===== config.mk =====
export PLATFORM = sky130hd
export DESIGN_NAME = conv3x3_mac_seq
export DESIGN_NICKNAME = d
export VERILOG_FILES = /design/src/rtl/conv3x3_mac_seq.sv
export SDC_FILE = /design/constraint.sdc
export NUM_CORES = 1
export LEC_CHECK = 0
export BUFFER_PORTS_ARGS = -buffer_cell sky130_fd_sc_hd__buf_2
export CAP_MARGIN = 10
export CORE_AREA = 2 2 68 70
export DETAILED_ROUTE_END_ITERATION = 8
export DIE_AREA = 0 0 70 72
export GPL_ROUTABILITY_DRIVEN = 0
export HOLD_SLACK_MARGIN = 0.06
export PLACE_DENSITY = 0.76
export RECOVER_POWER = 25
export SLEW_MARGIN = 25
export SYNTH_ARGS = -nofsm -noshare
export SYNTH_HDL_FRONTEND = slang
export SYNTH_SLANG_ARGS = --single-unit

===== constraint.sdc =====
create_clock -name clk -period 2.1 [get_ports clk]
set_input_delay 0.21 -clock clk [delete_from_list [all_inputs] [get_ports clk]]
set_output_delay 0.21 -clock clk [all_outputs]
set_load 0.01 [all_outputs]

===== src/rtl/conv3x3_mac_seq.sv =====
// Sequencer for the time-multiplexed 3x3 conv MAC: tap counter, capture, frame count.
// Define SAT_OUT_EN for an 8-bit shifted and saturated result instead of the raw 21-bit sum.
module conv3x3_mac_seq #(
  parameter int NUM_WIN = 16,
  parameter int WIN_W   = 16,
  parameter int SHIFT   = 8,
`ifdef SAT_OUT_EN
  localparam int OUT_W  = 8
`else
  localparam int OUT_W  = 21
`endif
) (
  input  logic                    clk,
  input  logic                    rst_n,
  input  logic                    in_valid,
  output logic                    in_ready,
  output logic                    mac_busy,
  output logic [3:0]              cnt,
  input  logic signed [20:0]      mac_sum,
  output logic                    out_valid,
  input  logic                    out_ready,
  output logic signed [OUT_W-1:0] out_data,
  output logic                    out_last,
  output logic [WIN_W-1:0]        win_idx
);

  typedef enum logic [1:0] {
    S_IDLE,
    S_MAC,
    S_CAPT
  } state_t;

  localparam logic [WIN_W-1:0] LAST_IDX = WIN_W'(NUM_WIN - 1);
  localparam logic [3:0]       TAP_LAST = 4'd8;
  localparam logic [3:0]       TAP_HOLD = 4'd9;

  state_t                  r_state;
  logic [3:0]              r_cnt;
  logic                    r_in_ready;
  logic                    r_busy;
  logic                    r_out_valid;
  logic signed [OUT_W-1:0] r_out_data;
  logic                    r_out_last;
  logic [WIN_W-1:0]        r_win_idx;

  logic                    w_free;
  logic                    w_last;
  logic signed [OUT_W-1:0] w_cap;

  assign w_free = !r_out_valid || out_ready;
  assign w_last = (r_win_idx == LAST_IDX);

`ifdef SAT_OUT_EN
  logic signed [20:0] w_shr;

  assign w_shr = mac_sum >>> SHIFT;

  always_comb begin
    w_cap = w_shr[7:0];
    if (w_shr > 21'sd127)
      w_cap = 8'sd127;
    else if (w_shr < -21'sd128)
      w_cap = -8'sd128;
  end
`else
  logic [31:0] w_unused_shift;

  assign w_unused_shift = 32'(SHIFT);
  assign w_cap = mac_sum;
`endif

  always_ff @(posedge clk or negedge rst_n) begin
    if (!rst_n) begin
      r_state     <= S_IDLE;
      r_cnt       <= TAP_HOLD;
      r_in_ready  <= 1'b1;
      r_busy      <= 1'b0;
      r_out_valid <= 1'b0;
      r_out_data  <= '0;
      r_out_last  <= 1'b0;
      r_win_idx   <= '0;
    end else begin
      // a capture below overrides this consume
      if (out_ready)
        r_out_valid <= 1'b0;
      unique case (r_state)
        S_IDLE: begin
          if (in_valid && r_in_ready) begin
            r_state    <= S_MAC;
            r_cnt      <= 4'd0;
            r_in_ready <= 1'b0;
            r_busy     <= 1'b1;
          end
        end
        S_MAC: begin
          if (r_cnt == TAP_LAST) begin
            r_state <= S_CAPT;
            r_cnt   <= TAP_HOLD;
          end else begin
            r_cnt <= r_cnt + 4'd1;
          end
        end
        S_CAPT: begin
          if (w_free) begin
            r_out_valid <= 1'b1;
            r_out_data  <= w_cap;
            r_out_last  <= w_last;
            r_win_idx   <= w_last ? '0 : r_win_idx + 1'b1;
            r_state     <= S_IDLE;
            r_in_ready  <= 1'b1;
            r_busy      <= 1'b0;
          end
        end
        default: begin
          r_state    <= S_IDLE;
          r_cnt      <= TAP_HOLD;
          r_in_ready <= 1'b1;
          r_busy     <= 1'b0;
        end
      endcase
    end
  end

  assign in_ready  = r_in_ready;
  assign mac_busy  = r_busy;
  assign cnt       = r_cnt;
  assign out_valid = r_out_valid;
  assign out_data  = r_out_data;
  assign out_last  = r_out_last;
  assign win_idx   = r_win_idx;

endmodule


==> flow_summary_export.csv <==
group,metric,value,unit
worst_setup_path,critical_path.max_fanout,6,
worst_setup_path,r2r_start,"win_idx[6]",
finish,drive_gt1_share,30.3,%
placement,placedInstanceArea,2470,um^2
hold_path,hold_path_class,"in -> reg",
worst_setup_path,criticalPathCategory,"reg -> reg",
worst_setup_path,critPathLaunchType,"flip-flop",
drt,vias,1667,
die,ios,70,
synth,synth_top_area_share,53.8,%
hold_path,hold_path_end,"out_data[15]",
drt,met2_length,1980,um
pwr,peakVddDrop,0.341,mV
finish,finalNetCount,314,
drt,route.met3.wl,228,um
synth,mappedNetlistNets,238,
placement,port-buffer-count,69,
worst_setup_path,arrival,1.89,ns
synth,yosys.area.top_type,"dfrtp_1",
synth,ys_seq_area_share,57.7,%
synth,ys_types,34,
placement,hpwlAfterDp,3210,um
job,cap_violations,0,
synth,synthCells,210,
worst_setup_path,cp_data_required_time,2.28,ns
hold_path,min_path_cells,3,
global_routing,grt_pass1_wl,7360,um
hold_path,hold_start,"mac_sum[15]",
timing,finalCriticalPeriod,1.71,ns
timing,fin_skew,0.00581,ns
die,die_w,70,um
finish,final_area,2570,um^2
clocking,cts_resized,0,
clocking,post_cts.repair.setup_buffers,0,
timing,slew_headroom,51.6,%
die,die_h,72,um
run_status,status,"completed",
finish,postLayoutCoreUtil,60.3,%
global_routing,grt_usage,18.0,%
worst_setup_path,rr_worst_depth,4,
drt,drtIter0Drc,74,
timing,finalCritPeriodShare,81.4,%
clocking,root_buffer,"clkbuf_8",
global_routing,antenna_found_initial,0,
drt,drt_first_pass_iters,4,
clocking,clk_latency,0.29,ns
synth,ys_ff_latch,47,
synth,netlist_area,2050,um^2
die,start_util,48.0,%
pwr,p_leak,0.00149,uW
finish,diodes,0,
global_routing,overflow,0,
timing,hold_violations,0,
drt,top_layer,"met4",
die,rows,24,
worst_setup_path,reg2reg_to,"win_idx[3]",
timing,drv_slew,0,
synth,yosys-top-cells-area,"dfrtp_1 54%, nand2_1 14%, dfstp_2 3.9%",
die,coreArea,4260,um^2
pwr,power.density,597,nW/um^2
clocking,htreeDepth,2,
drt,drc,0,
clocking,cts-buffers-inserted,5,
clocking,cts.path.max_buffers,2,
die,dieArea,5040,um^2
timing,layout_setup_ws,0.390,ns
synth,synth_area_per_cell,9.74,um^2
placement,place_ws,0.403,ns
timing,max_freq,0.585,GHz
timing,rsz0062_at_grt,"false",
drt,vias_per_cell,4.92,
timing,worst_slew_pin_slew,0.726,ns
clocking,cts_sinks,47,
timing,fin_setup_tns,0,ns
clocking,tritoncts,"done",
worst_setup_path,crit_path_end_kind,"flip-flop",
worst_setup_path,r2r_slack,0.39,ns
drt,wl_per_cell,12.4,um
global_routing,grt_pass1_vias,1628,
timing,setup-violations-final,0,
finish,area_delta_synth_final,25.6,%
synth,ys_warn_count,0,
clocking,clk_pin_slew,0.08,ns
drt,wl_met1,1970,um
drt,drt-total-wl,4210,um
drt,ant_nets,0,
global_routing,grt_start_max_net_pins,19,
-- cells in the mapped netlist --
master    count
ha_1          3
nand3_1       5
o21a_1        2
a21o_1        1
nand2_1      75
or4_4         2
clkbuf_1      2
nand4b_1      1
o22ai_1       1
nor4_1        1
nor2_1        8
a41o_1        1
nand2b_1      1
xor2_1        5
or3_1         1
nor4_2        1
a22o_1        4
dfrtp_1      44
a211o_1       1
dfstp_2       3
nand4_1       2
nor2b_1       1
and3_1        1
a31oi_1       2
and3b_1       1
a21oi_1       4
inv_1         9
buf_2         4
xnor2_1       8
nor3_1        7
and4_1        1
o21ai_0       5
nor4b_4       1
and2_1        2
-- worst max path at each step --
stage               startpoint     endpoint  slack (ns)
finish              win_idx[6]   win_idx[3]        0.39
global placement    win_idx[6]   win_idx[3]        0.43
floorplan           win_idx[6]   win_idx[3]        0.45
global route        win_idx[0]  win_idx[14]        0.23
CTS                 win_idx[6]   win_idx[3]        0.39
detailed placement  win_idx[6]   win_idx[3]        0.40
-- routing by layer --
layer  vias up  track usage, %
li1        844               -
met2        42            29.7
met1       775            24.4
met5         -               0
met4         0            4.49
met3         6            4.03
-- power by group --
group          internal (uW)  leakage [uW]      switching (uW)
combinational           18.5      0.000818                23.7
sequential               904      0.000625  0.0000000000000411
clock                    301     0.0000515                 286
-- sequential cells by signal (all words and copies together), names as in the netlist --
signal,flops
in_ready,1
out_last,1
cnt,4
out_data,21
r_state,2
mac_busy,1
out_valid,1
win_idx,16
-- placed cells by master (no fill, tap or decap), types with 2 or more instances in the layout --
cell      count
a22o_1        4
buf_2        68
clkbuf_1      2
ha_1          3
and2_1        2
dfrtp_1      44
xor2_1        5
a21oi_1       4
o21ai_0       5
inv_1         9
o21a_1        2
a31oi_1       2
nand3_1       5
or4_4         2
nand2_1      75
clkbuf_8      7
nand4_1       2
xnor2_1       8
clkbuf_2      2
nor2_1        8
buf_4         3
nor3_1        7
dfstp_2       3
-- timing repair --
action	in CTS	in global routing
endpoints found under the hold margin	9	0
setup endpoints to repair	0	0
hold buffers	1	0
-- worst max-delay path, stage by stage (launching register included) --
cell and delay (ns):
dfrtp_1 0.45, or4_4 0.58, nor4b_4 0.34, o21a_1 0.17, a21oi_1 0.06
-- cell families after synthesis --
family          count (synthesis)  share of synthesized area, %
xor+xnor                       13                          5.57
buf+inv                        15                          3.00
simple gates                  111                          25.1
fa+ha+maj                       3                          1.84
flops                          47                          57.7
compound gates                 21                          6.85
-- metrics by stage --
stage	hold WS [ns]	std cells	power, uW
global placement	0.114	330	965
CTS	0.0960	339	1550
floorplan	-0.0856	210	924
finish	0.100	339	1530
global route	0.106	339	1590
detailed placement	0.120	330	966
-- layout make-up --
| class | count | area, um^2 |
|---|---|---|
| fillers | 390 | 1690 |
| repair buffers | 75 | 387 |
| multi-input cells | 148 | 805 |
| inverters | 9 | 33.8 |
| clock buffers | 8 | 100 |
| well taps | 52 | 65.1 |
| flip-flops and latches | 47 | 1180 |
(Power assumes the default switching activity.)
